==> src/rtl/idli_cmp_m_if.sv <==
// Nibble-serial compare request bus and predicate-file write port for idli_cmp_m.
// Extra accumulate/read-port members exist only when IDLI_CMP_ACCUM_EN is defined.
interface idli_cmp_m_if #(
  parameter int OP_W = 3
);
  logic            i_cmp_start;
  logic            i_cmp_valid;
  logic [OP_W-1:0] i_cmp_op;
  logic [1:0]      i_cmp_pd;
  logic [3:0]      i_cmp_a;
  logic [3:0]      i_cmp_b;
  logic            o_cmp_busy;
  logic [1:0]      o_cmp_pred_wr;
  logic            o_cmp_pred_wr_en;
  logic            o_cmp_pred_wr_data;
`ifdef IDLI_CMP_ACCUM_EN
  logic [1:0]      o_cmp_pred_rd;
  logic            i_cmp_pred_rd_data;
  logic [1:0]      i_cmp_acc;
`endif

  modport master (
    output i_cmp_start, i_cmp_valid, i_cmp_op, i_cmp_pd, i_cmp_a, i_cmp_b,
`ifdef IDLI_CMP_ACCUM_EN
    output i_cmp_pred_rd_data, i_cmp_acc,
    input  o_cmp_pred_rd,
`endif
    input  o_cmp_busy, o_cmp_pred_wr, o_cmp_pred_wr_en, o_cmp_pred_wr_data
  );

  modport slave (
    input  i_cmp_start, i_cmp_valid, i_cmp_op, i_cmp_pd, i_cmp_a, i_cmp_b,
`ifdef IDLI_CMP_ACCUM_EN
    input  i_cmp_pred_rd_data, i_cmp_acc,
    output o_cmp_pred_rd,
`endif
    output o_cmp_busy, o_cmp_pred_wr, o_cmp_pred_wr_en, o_cmp_pred_wr_data
  );
endinterface

==> src/rtl/idli_cmp_m.sv <==
// Bit-serial 16-bit compare producing one predicate-file write per compare.
// Optional IDLI_CMP_ACCUM_EN folds the old predicate value in with AND/OR.
module idli_cmp_m #(
  parameter int NIBBLES = 4,
  parameter int OP_W    = 3
) (
  input  logic          i_cmp_gck,
  input  logic          i_cmp_rst,
  idli_cmp_m_if.slave   cmp
);
  localparam int CW = (NIBBLES > 1) ? $clog2(NIBBLES) : 1;
  localparam logic [CW-1:0] LAST = CW'(NIBBLES - 1);
  localparam logic [1:0]    P3   = 2'b11;

  typedef enum logic {IDLE = 1'b0, RUN = 1'b1} state_t;

  state_t          state_q, state_d;
  logic [CW-1:0]   cnt_q, cnt_d;
  logic            carry_q, carry_d;
  logic            eq_q, eq_d;
  logic [OP_W-1:0] op_q, op_d;
  logic [1:0]      pd_q, pd_d;
  logic            wr_en_q, wr_en_d;
  logic [1:0]      wr_q, wr_d;
  logic            data_q, data_d;
`ifdef IDLI_CMP_ACCUM_EN
  logic [1:0]      acc_q, acc_d;
`endif

  logic       first, cin, eq_in, eq_nib, n_flag, v_flag, c_flag, res, fin;
  logic [4:0] ch;
  logic [3:0] nb;

  function automatic logic cmp_result(input logic [OP_W-1:0] op, input logic n,
                                      input logic v, input logic c, input logic eq);
    case (op)
      OP_W'(0): cmp_result = eq;
      OP_W'(1): cmp_result = !eq;
      OP_W'(2): cmp_result = n ^ v;
      OP_W'(3): cmp_result = !(n ^ v);
      OP_W'(4): cmp_result = !c;
      OP_W'(5): cmp_result = c;
      default:  cmp_result = 1'b0;
    endcase
  endfunction

  function automatic logic op_legal(input logic [OP_W-1:0] op);
    op_legal = (op <= OP_W'(5));
  endfunction

  // Per-nibble A - B ripple (A + ~B + carry) and flag extraction.
  always_comb begin
    first  = cmp.i_cmp_start && cmp.i_cmp_valid;
    cin    = first ? 1'b1 : carry_q;
    eq_in  = first ? 1'b1 : eq_q;
    nb     = ~cmp.i_cmp_b;
    ch     = 5'b00000;
    ch[0]  = cin;
    for (int i = 0; i < 4; i++) begin
      ch[i+1] = (cmp.i_cmp_a[i] & nb[i]) | (ch[i] & (cmp.i_cmp_a[i] ^ nb[i]));
    end
    n_flag = cmp.i_cmp_a[3] ^ nb[3] ^ ch[3];
    c_flag = ch[4];
    v_flag = ch[3] ^ ch[4];
    eq_nib = eq_in && (cmp.i_cmp_a == cmp.i_cmp_b);
    res    = cmp_result(op_q, n_flag, v_flag, c_flag, eq_nib);
`ifdef IDLI_CMP_ACCUM_EN
    case (acc_q)
      2'b01:   fin = res & cmp.i_cmp_pred_rd_data;
      2'b10:   fin = res | cmp.i_cmp_pred_rd_data;
      default: fin = res;
    endcase
`else
    fin = res;
`endif
  end

  // Next-state: start (from either state) restarts, RUN+valid advances, otherwise stall.
  always_comb begin
    state_d = state_q;
    cnt_d   = cnt_q;
    carry_d = carry_q;
    eq_d    = eq_q;
    op_d    = op_q;
    pd_d    = pd_q;
    wr_en_d = 1'b0;
    wr_d    = wr_q;
    data_d  = data_q;
`ifdef IDLI_CMP_ACCUM_EN
    acc_d   = acc_q;
`endif
    if (first) begin
      state_d = RUN;
      cnt_d   = CW'(1);
      carry_d = c_flag;
      eq_d    = eq_nib;
      op_d    = cmp.i_cmp_op;
      pd_d    = cmp.i_cmp_pd;
`ifdef IDLI_CMP_ACCUM_EN
      acc_d   = cmp.i_cmp_acc;
`endif
    end else if (state_q == RUN && cmp.i_cmp_valid) begin
      carry_d = c_flag;
      eq_d    = eq_nib;
      if (cnt_q == LAST) begin
        state_d = IDLE;
        cnt_d   = '0;
        wr_en_d = (pd_q != P3) && op_legal(op_q);
        wr_d    = pd_q;
        data_d  = fin;
      end else begin
        cnt_d   = cnt_q + CW'(1);
      end
    end else begin
      state_d = state_q;
    end
  end

  // State and output registers.
  always_ff @(posedge i_cmp_gck) begin
    if (i_cmp_rst) begin
      state_q <= IDLE;
      cnt_q   <= '0;
      carry_q <= 1'b0;
      eq_q    <= 1'b0;
      op_q    <= '0;
      pd_q    <= 2'b00;
      wr_en_q <= 1'b0;
      wr_q    <= 2'b00;
      data_q  <= 1'b0;
`ifdef IDLI_CMP_ACCUM_EN
      acc_q   <= 2'b00;
`endif
    end else begin
      state_q <= state_d;
      cnt_q   <= cnt_d;
      carry_q <= carry_d;
      eq_q    <= eq_d;
      op_q    <= op_d;
      pd_q    <= pd_d;
      wr_en_q <= wr_en_d;
      wr_q    <= wr_d;
      data_q  <= data_d;
`ifdef IDLI_CMP_ACCUM_EN
      acc_q   <= acc_d;
`endif
    end
  end

  assign cmp.o_cmp_busy         = (state_q == RUN);
  assign cmp.o_cmp_pred_wr      = wr_q;
  assign cmp.o_cmp_pred_wr_en   = wr_en_q;
  assign cmp.o_cmp_pred_wr_data = data_q;
`ifdef IDLI_CMP_ACCUM_EN
  assign cmp.o_cmp_pred_rd      = pd_q;
`endif
endmodule

==> src/flat_wrapper.sv <==
// flat-port wrapper written by rule: the top's interface ports become plain ports
module idli_cmp_m_flat 
#(
  parameter int NIBBLES = 4,
  parameter int OP_W    = 3
)
  (i_cmp_gck, i_cmp_rst, cmp_i_cmp_start, cmp_i_cmp_valid, cmp_i_cmp_op, cmp_i_cmp_pd, cmp_i_cmp_a, cmp_i_cmp_b, cmp_o_cmp_busy, cmp_o_cmp_pred_wr, cmp_o_cmp_pred_wr_en, cmp_o_cmp_pred_wr_data);
  idli_cmp_m_if #(.OP_W(OP_W)) cmp_i ();
  input  logic i_cmp_gck;
  input  logic i_cmp_rst;
  input wire logic [$bits(cmp_i.i_cmp_start)-1:0] cmp_i_cmp_start;
  input wire logic [$bits(cmp_i.i_cmp_valid)-1:0] cmp_i_cmp_valid;
  input wire logic [$bits(cmp_i.i_cmp_op)-1:0] cmp_i_cmp_op;
  input wire logic [$bits(cmp_i.i_cmp_pd)-1:0] cmp_i_cmp_pd;
  input wire logic [$bits(cmp_i.i_cmp_a)-1:0] cmp_i_cmp_a;
  input wire logic [$bits(cmp_i.i_cmp_b)-1:0] cmp_i_cmp_b;
  output wire logic [$bits(cmp_i.o_cmp_busy)-1:0] cmp_o_cmp_busy;
  output wire logic [$bits(cmp_i.o_cmp_pred_wr)-1:0] cmp_o_cmp_pred_wr;
  output wire logic [$bits(cmp_i.o_cmp_pred_wr_en)-1:0] cmp_o_cmp_pred_wr_en;
  output wire logic [$bits(cmp_i.o_cmp_pred_wr_data)-1:0] cmp_o_cmp_pred_wr_data;
  assign cmp_i.i_cmp_start = cmp_i_cmp_start;
  assign cmp_i.i_cmp_valid = cmp_i_cmp_valid;
  assign cmp_i.i_cmp_op = cmp_i_cmp_op;
  assign cmp_i.i_cmp_pd = cmp_i_cmp_pd;
  assign cmp_i.i_cmp_a = cmp_i_cmp_a;
  assign cmp_i.i_cmp_b = cmp_i_cmp_b;
  assign cmp_o_cmp_busy = cmp_i.o_cmp_busy;
  assign cmp_o_cmp_pred_wr = cmp_i.o_cmp_pred_wr;
  assign cmp_o_cmp_pred_wr_en = cmp_i.o_cmp_pred_wr_en;
  assign cmp_o_cmp_pred_wr_data = cmp_i.o_cmp_pred_wr_data;
  idli_cmp_m #(.NIBBLES(NIBBLES), .OP_W(OP_W)) u_core (.i_cmp_gck(i_cmp_gck), .i_cmp_rst(i_cmp_rst), .cmp(cmp_i));
endmodule
==> config.mk <==
export PLATFORM = sky130hd
export DESIGN_NAME = idli_cmp_m_flat
export DESIGN_NICKNAME = d
export VERILOG_FILES = /design/src/rtl/idli_cmp_m_if.sv /design/src/rtl/idli_cmp_m.sv /design/src/flat_wrapper.sv
export SDC_FILE = /design/constraint.sdc
export NUM_CORES = 1
export LEC_CHECK = 0
export CELL_PAD_IN_SITES_DETAIL_PLACEMENT = 0
export CELL_PAD_IN_SITES_GLOBAL_PLACEMENT = 1
export CORE_MARGIN = 2
export CORE_UTILIZATION = 26
export DETAILED_ROUTE_END_ITERATION = 6
export PLACE_DENSITY_LB_ADDON = 0.05
export SYNTH_ARGS = -nofsm -noshare
export SYNTH_HDL_FRONTEND = slang
export SYNTH_SLANG_ARGS = --single-unit
==> constraint.sdc <==
create_clock -name i_cmp_gck -period 2.7 [get_ports i_cmp_gck]
set_input_delay 0.54 -clock i_cmp_gck [delete_from_list [all_inputs] [get_ports i_cmp_gck]]
set_output_delay 0.54 -clock i_cmp_gck [all_outputs]
set_load 0.005 [all_outputs]
* After elaboration in Yosys (flattened, before gate mapping)
Index checks and enable logic that the tools add are counted.
Operators by class: reduce and logical (&&, ||, !) cells 14, muxes and demuxes 13, bitwise gates (word level) 23, shift operators 0, multipliers 0, divide/modulo/power cells 0, magnitude comparators 1, $add $sub $neg 1, equality and inequality tests 8
Operators by type and width (count):
- 1-bit 2-to-1 mux | 11
- 1-bit bitwise AND | 8
- 1-bit bitwise XOR | 7
- 3-bit by 2-bit equality test with 1-bit output (second input constant) | 2
- 3-bit equality test (second input constant) | 2
- 1-bit one-hot mux with 6 select lines | 1
- 4-bit equality test | 1
- 1-bit logical AND | 4
- 4-bit inverter | 1
- 1-bit OR | 4
- 2-bit nonzero test | 2
- 4-bit OR reduction | 1
- 3-bit by 1-bit equality test with 1-bit output (second input constant) | 1
- 3-bit less-or-equal comparator (second input constant) | 1
- 1-bit zero test | 3
- 3-bit zero test | 1
- 1-bit inverter | 3
- 3-bit AND reduction | 1
- 2-bit by 1-bit adder with 2-bit output (second input constant) | 1
- 2-bit equality test (second input constant) | 1
- 2-bit 2-to-1 mux | 1
- 2-bit != test (second input constant) | 1
- 2-bit AND reduction | 1
- 2-bit OR reduction | 1
Word-level totals: flip-flop bits (word level) 14, RAM bits 0, memories 0, ROM bits 0, output and inout port bits 5, word-level logic and storage cells 70, bits of input ports 17, latch bits 0

* Depth between registers and ports, before layout
Gate-level depths: netlist of run 1.
word-level depth 14, gate-level depth with buffers 10, mapped depth without buffers 10

* Worst setup path after synthesis of run 1
Ideal clock, no wire load.
path kind input to register, start point in cmp_i_cmp_b[0], end point reg u_core.data_q (netlist: u_core.cmp.o_cmp_pred_wr_data), arrival time 2.099 ns, buffers on the path 0, path slack 0.473 ns, required time 2.572 ns, setup time 0.128 ns, stages on the path 10, path through inv_1 > ha_1 > o21a_1 > o21ai_1 > o2bb2ai_1 > fa_1 > xnor2_1 > o221ai_2 > o32ai_1 > nor2_1
Between the ends: cells in the longest elaborated chain, start to end 14, elaborated cells on any way between the ends 20, classes of those cells 1 x eq/ne; 1 x mux; 14 x bitwise; 4 x reduce/logical
RTL lines:
- start: declaration | RTL line flat_wrapper.sv:16 | input wire logic [$bits(cmp_i.i_cmp_b)-1:0] cmp_i_cmp_b;
- 4-bit inverter | RTL line idli_cmp_m.sv:56 | nb = ~cmp.i_cmp_b;
- 1-bit bitwise XOR | RTL line idli_cmp_m.sv:60 | ch[i+1] = (cmp.i_cmp_a[i] & nb[i]) | (ch[i] & (cmp.i_cmp_a[i] ^ nb[i]));
- 1-bit bitwise AND | RTL line idli_cmp_m.sv:60
- 1-bit OR | RTL line idli_cmp_m.sv:60
- 1-bit bitwise AND | RTL line idli_cmp_m.sv:60
- 1-bit OR | RTL line idli_cmp_m.sv:60
- 1-bit bitwise AND | RTL line idli_cmp_m.sv:60
- 1-bit OR | RTL line idli_cmp_m.sv:60
- 1-bit bitwise AND | RTL line idli_cmp_m.sv:60
- 1-bit OR | RTL line idli_cmp_m.sv:60
- 1-bit bitwise XOR | RTL line idli_cmp_m.sv:64 | v_flag = ch[3] ^ ch[4];
- 1-bit bitwise XOR | RTL line idli_cmp_m.sv:39, idli_cmp_m.sv:40
- 1-bit zero test | RTL line idli_cmp_m.sv:40 | OP_W'(3): cmp_result = !(n ^ v);
- 1-bit one-hot mux with 6 select lines (*) | RTL line idli_cmp_m.sv:36 | case (op)
- end signal: assignment | RTL line idli_cmp_m.sv:143 | data_q <= data_d;
- end: declaration | RTL line idli_cmp_m.sv:25 | logic data_q, data_d;
Mark *: on every way between the ends. The rest lies on a longest branch, timed or not. A chain may end at the register's enable or synchronous reset.

* Final worst setup path of run 1
Same ends and word-level chain as after synthesis.

==> results of run 1 <==
per-stage QoR:
step                      power (W)  cells  area, µm²
after global placement     0.000309    138       1000
after detailed placement   0.000309    138       1000
final                      0.000459    142       1050
after global routing       0.000489    142       1050
after floorplan            0.000266     85        744
after CTS                  0.000464    142       1040
worst reg2reg max path, cell delays in order (launching register included):
cell and delay [ns]:
dfxtp_1 0.34, o21a_1 0.13, o21ai_1 0.06, o2bb2ai_1 0.17, fa_1 0.44, xnor2_2 0.17, o221ai_2 0.11, o32ai_1 0.24
nor2_1 0.07
routing by layer:
metal  track usage  up-vias
li1              -      344
met1         0.136      284
met2         0.161       19
met3        0.0340        5
met4        0.0399        0
met5             0        -
sequential cells by signal, indices dropped and copies added (netlist names):
signal and cells:
u_core.op_q 3, u_core.cmp.o_cmp_pred_wr 2, u_core.cnt_q 2, u_core.pd_q 2, u_core.carry_q 1, u_core.cmp.o_cmp_busy 1, u_core.cmp.o_cmp_pred_wr_data 1, u_core.cmp.o_cmp_pred_wr_en 1
u_core.eq_q 1
power groups by stage:
stage	registers (W)	logic (W)	clock network (W)
after floorplan	0.000225	0.0000417	0
after global placement	0.000226	0.0000830	0
after detailed placement	0.000226	0.0000830	0
after CTS	0.000221	0.0000838	0.000158
after global routing	0.000223	0.0000956	0.000170
final	0.000221	0.0000841	0.000153
timing repair:
item | in CTS | in global routing
endpoints found under the hold margin | 0 | 0
resized for setup | 0 | 1
endpoints found under the setup margin | 0 | 1
placed cells by master (no fill, tap or decap), types with 2 or more instances in the layout:
cell / instances
dfxtp_1: 14
nand2b_1: 2
buf_4: 4
clkbuf_4: 3
mux2i_1: 2
a211oi_1: 2
clkdlybuf4s50_1: 21
ha_1: 5
fa_1: 2
inv_1: 5
a21oi_1: 7
nor3b_1: 2
nor2_1: 8
nand2_1: 16
logic make-up (layout without fill, tap and decap cells):
logic type      Yosys count  after routing  share of synthesized area
simple gates             34             34                      0.215
compound gates           18             18                      0.168
flops                    14             14                      0.376
buf+inv                   8             34                     0.0521
fa+ha+maj                 7              7                      0.138
xor+xnor                  2              2                     0.0235
mux                       2              2                     0.0269
worst paths after layout:
path                               start                                         end  depth (start not counted)
max                       cmp_i_cmp_b[0]  u_core.cmp.o_cmp_pred_wr_data$_SDFFE_PP0P_                         11
min          u_core.pd_q[0]$_SDFFE_PP0P_                 u_core.pd_q[0]$_SDFFE_PP0P_                          2
max reg2reg  u_core.carry_q$_SDFFE_PP0P_  u_core.cmp.o_cmp_pred_wr_data$_SDFFE_PP0P_                          8
min reg2reg  u_core.pd_q[0]$_SDFFE_PP0P_                 u_core.pd_q[0]$_SDFFE_PP0P_                          2
cell type report:
cell class	count	area share
multi-input cells	63	0.413
flip-flops and latches	14	0.268
repair buffers	25	0.229
well taps	31	0.0370
clock buffers	4	0.0346
inverters	5	0.0179
==> run summary, run 1 <==
The flop and latch count out of synthesis works out to 14. The number of enable-type register cells in the synthesized netlist works out to 0. After detailed routing, no signal wire sits above met4. In this run the cell area of the synthesized design comes to 744 µm². In the post-synthesis netlist, the biggest area contributors are dfxtp_1, ha_1, nand2_1, fa_1, a21oi_1. The tools report the share of total power in combinational logic as 0.183. After the first detailed-routing iteration, the DRC count stood at 6. Data arrives at the worst endpoint at 2.68 ns.

The net count after synthesis is 109. The tools report the initial core utilization as 0.272. Counting instances in the post-synthesis netlist gives the leading cell types as nand2_1, dfxtp_1, nor2_1. Count of boundary I/O pins: 22. The number of fill cells was 298; the latest clock arrival within the worst-skew pair was 0.28 ns. The setup fix buffers added after clock tree synthesis was 0. The tools report the overall overflow remaining after global route as 0. The wire length on met2 came out at 715 µm. The x dimension of the die works out to 57.5 µm. In the final timing run, aggregate negative setup slack is 0 ns. The tools report the routed wire length as 1600 µm.

Area occupied by registers: 280 µm². The number of cell rows was 19; the proportion of netlist area held by the largest area contributor was 0.376. Setup repair after global routing left no endpoint under its margin. Once detailed placement completed, the half-perimeter wirelength came to 1240 µm. The longest clock path from root to sink contains 2 buffers. The fraction of power spent switching nets works out to 0.249. The post-synthesis instance total is 85, and the share of power burned in the clock network is 0.334. Counting distinct cell types in the post-synthesis netlist gives 30.

Routability-driven placement finished with a final weighted congestion of 0.657. From synthesis to final layout, the design area changed by 40.7%. The proportion of power drawn by flip-flops and latches is 0.483, and the CTS sink count is 14. Reported net switching power: 0.000114 W.

Clock-pin slew was measured on the worst setup and hold paths at 0.09 ns. The internal portion of the total power is 0.000344 W. The routed wire length per instance is 11.3 µm. The reg2reg setup slack was 0.88 ns. The fraction of synthesis flops using an asynchronous set or reset pin is 0, and the transition time at the pin with the least slew margin is 0.342 ns. In this run the remaining antenna-violating nets after routing total 0. On the final layout, the worst hold slack is 0.477 ns. The die area is 3310 µm². Wire segments on met3 add up to 108 µm in the final route. The initial antenna violation count is 0, and the highest cell delay on the worst timing path is 0.45 ns.

The worst setup path is of the input pin to register kind. For the leakage power figure, the log shows 0.416 nW. The critical path endpoint category is a register.

Each instance of the synthesized netlist takes up on average 8.76 µm². Among cell families on the critical path, the largest total delay comes from adder cells. The via count of the first global-routing pass was 605. The repair_antennas step left the layout with diodes totalling 0.

Worst hold path class: register to register. Max-cap violations in this run came to 0. The tools report the sequential-to-total area share from yosys stat as 0.376.

The worst relative slew slack came out at 0.766. The first global-routing pass estimated 2710 µm of wire. The worst path in the final design needs a cycle of 2.51 ns, including I/O delays and setup. The total count of hold-check failures in the final report is 0, and the worst slack after detailed placement is -0.114 ns. For this run, the leading register cell type out of synthesis is dfxtp_1. The biggest area contributor in the post-synthesis netlist is dfxtp_1.

The tools report the kind of start point of the critical path as an input pin. Buffers placed on the I/O ports in this run total 21. The run gives 3 as the clock buffer count from CTS. The number of buffers and inverters on the critical path is 2. Height of the chip: 57.5 µm. TritonCTS built the clock tree. The cts-stage hold buffer count was 0; the maximum resistive drop on vdd was 0.259 mV. After layout, the worst setup slack is 0.195 ns. The logs give 0.000560 ns for the worst setup skew after layout and 0 for the count of endpoints failing setup in the final report. The final design utilization was 0.383; the largest fanout of any net on the critical path was 2.

The final number of max-transition violations was 0; the DRC violations left was 0. The logs give 1 for the CTS H-tree depth and 2.87 ns for the data required time at the worst endpoint. For this run, the top clock speed supported by timing is 0.399 GHz. The post-detailed-route via-to-cell ratio is 4.59. Slowest cell on the critical path: clkdlybuf4s50_1.

For the number of nets in the layout, the log shows 136. Clock tree synthesis selected as its root buffer the cell clkbuf_4. The overall track demand over capacity in global routing was 0.105.

The final route contains 652 vias. The total power per unit cell area is 438 nW/µm², and the fraction of final layout cells with drive strength greater than 1 is 0.0991. The total area inside the core boundary comes to 2730 µm². In the final routing, the length of wire on met1 measures 747 µm. The signal on the critical path passes through clkdlybuf4s50_1, inv_1, ha_1, o21a_1, o21ai_1, o2bb2ai_1, fa_1, xnor2_2, o221ai_2, o32ai_1, nor2_1. Entering global routing, the biggest net connects 15 pins. The tools report the combined area of the multi-input logic cells as 433 µm².

The flow ran to the end, and the final reports show no timing, DRC or antenna violations. The run gives 0 as the number of warning messages in the yosys log. The dominant cell by count in the synthesized netlist is nand2_1.

Post-route clock period utilization: 0.928. The pre-antenna-repair detailed-routing pass consisted of 4 iterations.
No activity file was read; power rests on OpenSTA's default activity.
==> run 2, diff against run 1 <==
--- a/config.mk
+++ b/config.mk
@@ -10,6 +10,7 @@
 export CORE_MARGIN = 2
 export CORE_UTILIZATION = 26
 export DETAILED_ROUTE_END_ITERATION = 6
+export MAX_ROUTING_LAYER = met4
 export PLACE_DENSITY_LB_ADDON = 0.05
 export SYNTH_ARGS = -nofsm -noshare
 export SYNTH_HDL_FRONTEND = slang
==> run 2 against run 1 <==
Utilization unchanged. Maximum frequency is essentially flat. Die area is the same. Sequential power barely moved. First-iteration DRC count unchanged. Hold slack gained 0.00098 ns. Global-route usage grew 0.32 points. Combinational power barely moved.
==> run summary, run 2 (same netlist as run 1, synthesis figures left out) <==
The tools report the worst setup skew after layout as 0.000987 ns (+0.000428 ns). Leading cell type in the layout, fill and taps excluded: clkdlybuf4s50_1. The run gives 0.335 (about the same) as the share of power burned in the clock network. The final design utilization is 0.383 (unchanged). The tools report the capture point of the worst path as u_core.cmp.o_cmp_pred_wr_data$_SDFFE_PP0P_. The DRC violations left was 0 (unchanged); the maximum number of pins on one net before global-route repair was 15 (unchanged). The cell sitting at the root of the clock tree is a clkbuf_4. The internal power was 0.000344 W (about the same); the data required time at the worst endpoint was 2.87 ns (about the same).

The clock input transition at the sequential cells of the worst setup and hold paths was 0.09 ns (about the same). The tools report the final number of max-transition violations as 0 (unchanged). The total power per unit cell area was 439 nW/µm² (+0.16%). The fraction of power spent switching nets was 0.251 (+0.00118); the cts-stage hold buffer count was 0 (unchanged). The worst register-to-register path begins at u_core.carry_q$_SDFFE_PP0P_. The global placement routability congestion was 0.663 (+0.93%); the die area was 3310 µm² (unchanged).

STA classifies the critical path endpoint as a register. The startpoint of the worst setup timing path is cmp_i_cmp_b[0]. The logic depth of the worst register-to-register path came out at 8 (unchanged). The overall track demand over capacity in global routing is 0.108 (+0.00318).

TritonCTS built the clock tree. The tools report the leakage power figure as 0.416 nW (unchanged). The routed wire length per instance is 11.3 µm (+0.25%), and the highest cell delay on the worst timing path is 0.45 ns (about the same).

In this run the critical register-to-register path is captured at u_core.cmp.o_cmp_pred_wr_data$_SDFFE_PP0P_. The clock buffer count from CTS was 3 (unchanged); the share of total power in combinational logic was 0.183 (about the same). Setup repair after global routing left no endpoint under its margin. The number of DRC markers after the initial detailed-route iteration was 6 (unchanged); the latest clock arrival within the worst-skew pair was 0.28 ns (about the same).

The initial antenna violation count came out at 0 (unchanged). Leaving out fill and tap cells, the most frequent cells in the layout are clkdlybuf4s50_1, nand2_1, dfxtp_1. The number of fill cells was 298 (unchanged).

The transition time at the pin with the least slew margin is 0.335 ns (-0.00694 ns), and the global-route wire length before repair is 2700 µm (-0.26%). The height of the chip works out to 57.5 µm (unchanged). The kind of start point of the critical path is an input pin. CTS H-tree depth: 1 (unchanged). The critical path is of the input pin to register type. The area growth from synthesis to layout works out to 40.7% (unchanged). The logs give 2.68 ns (about the same) for the data arrival time at the worst-slack endpoint and 0 (unchanged) for the count of endpoints failing setup in the final report.

Worst slack after detailed placement: -0.114 ns (unchanged). The slowest cell on the critical path is clkdlybuf4s50_1. The slack of the critical path is 0.194 ns (-0.000378 ns). The post-detailed-placement half-perimeter wirelength is 1240 µm (unchanged), and the number of buffers on the longest clock path is 2 (unchanged).

The total count of hold-check failures in the final report was 0 (unchanged); the total of max-cap violations was 0 (unchanged). The number of logic stages on the critical path including buffering is 11 (unchanged), and the largest fanout of any net on the critical path is 2 (unchanged). Number of nets in the layout: 136 (unchanged). The number of cell rows is 19 (unchanged). The reg2reg setup slack is 0.88 ns (about the same). The number of diodes is 0 (unchanged), and the flip-flop count of the largest register, all copies and words added is 3 (unchanged). Worst hold path class: register to register. The worst relative slew slack is 0.771 (+0.00475). Via count of the first global-routing pass: 606 (+0.17%). Traced cell by cell, the critical path runs through clkdlybuf4s50_1, inv_1, ha_1, o21a_1, o21ai_1, o2bb2ai_1, fa_1, xnor2_2, o221ai_2, o32ai_1, nor2_1. The run finished with clean final reports.

The run gives 0 (unchanged) as the count of nets left with antenna violations after detail routing. The CTS sink count is 14 (unchanged), and the total core area is 2730 µm² (unchanged). The logs give 0.482 (about the same) for the proportion of power drawn by flip-flops and latches and 0.399 GHz (about the same) for the fmax.

The fraction of final layout cells with drive strength greater than 1 came out at 0.0991 (unchanged). The run gives 653 (+0.15%) as the via total after detailed routing. The logs give 0 (unchanged) for the overall overflow remaining after global route and 0.000115 W (+0.63%) for the reported net switching power. The minimum clock period after layout works out to 2.51 ns (+0.000378 ns).

Post-route clock period utilization: 0.928 (about the same). The routed wire length is 1600 µm (+0.25%). The register with the most flip-flops in the final layout is u_core.op_q. The count of boundary I/O pins is 22 (unchanged), and the maximum resistive drop on vdd is 0.259 mV (about the same). The post-detailed-route via-to-cell ratio was 4.60 (+0.15%). Among cell families on the critical path, the largest total delay comes from adder cells. The overall power after layout was 0.000459 W (+0.16%).

The x dimension of the die is 57.5 µm (unchanged). The number of port buffers works out to 21 (unchanged). The buffers plus inverters on the worst setup path was 2 (unchanged); the first-pass iteration count of the detailed router was 4 (unchanged). Initial core utilization: 0.272 (unchanged).
==> run 2: cell counts in the layout (fill, tap and decap cells not counted) <==
No cell type changed its count.
==> run 2: repair_timing <==
item | CTS | global route
endpoints found under the setup margin | 0 | 1
resized for setup | 0 | 1
buffers inserted | 0 | 0
==> run 2: worst min path at each step <==
stage | startpoint | endpoint | slack, ns | depth (start not counted)
global route | u_core.pd_q[0]$_SDFFE_PP0P_ | u_core.pd_q[0]$_SDFFE_PP0P_ | 0.51 | 2
detailed placement | u_core.pd_q[0]$_SDFFE_PP0P_ | u_core.pd_q[0]$_SDFFE_PP0P_ | 0.47 | 2
floorplan | u_core.pd_q[1]$_SDFFE_PP0P_ | u_core.cmp.o_cmp_pred_wr_en$_SDFF_PP0_ | 0.45 | 1
CTS | u_core.pd_q[0]$_SDFFE_PP0P_ | u_core.pd_q[0]$_SDFFE_PP0P_ | 0.48 | 2
global placement | u_core.pd_q[0]$_SDFFE_PP0P_ | u_core.pd_q[0]$_SDFFE_PP0P_ | 0.47 | 2
finish | u_core.pd_q[0]$_SDFFE_PP0P_ | u_core.pd_q[0]$_SDFFE_PP0P_ | 0.48 | 2
==> run 2: cell type report <==
type / instances / area [µm²] / area share
repair buffers: 25 / 240 / 0.229
multi-input cells: 63 / 433 / 0.413
flip-flops and latches: 14 / 280 / 0.268
clock buffers: 4 / 36.3 / 0.0346
well taps: 31 / 38.8 / 0.0370
inverters: 5 / 18.8 / 0.0179
==> run 2: through the flow <==
stage	area (µm²)	hold slack, ns	TNS (ns)	std cells
finish	1050	0.478	0	142
global route	1050	0.510	0	142
CTS	1040	0.484	0	142
detailed placement	1000	0.471	-0.114	138
global placement	1000	0.465	-0.0703	138
floorplan	744	0.446	0	85
==> run 2: power by group through the flow <==
stage | combinational [W] | clock [W] | sequential, W
floorplan | 0.0000417 | 0 | 0.000225
global placement | 0.0000830 | 0 | 0.000226
detailed placement | 0.0000830 | 0 | 0.000226
CTS | 0.0000838 | 0.000158 | 0.000221
global route | 0.0000956 | 0.000170 | 0.000223
finish | 0.0000841 | 0.000154 | 0.000221
==> run 2: worst register-to-register path, delay by kind of cell, from the launching register on <==
family                     cells  cell delay, ns
xor gates and xnor gates       1            0.17
DFF                            1            0.34
and+or+nand+nor                1            0.07
adders and majority gates      1            0.44
AOI/OAI and AO/OA              5            0.71
==> run 2: per-layer routing <==
| layer | part of all wire | GRT usage |
|---|---|---|
| met3 | 0.069 | 0.0340 |
| met2 | 0.45 | 0.161 |
| met1 | 0.47 | 0.136 |
| met5 | 0 | - |
| met4 | 0.017 | 0.0399 |
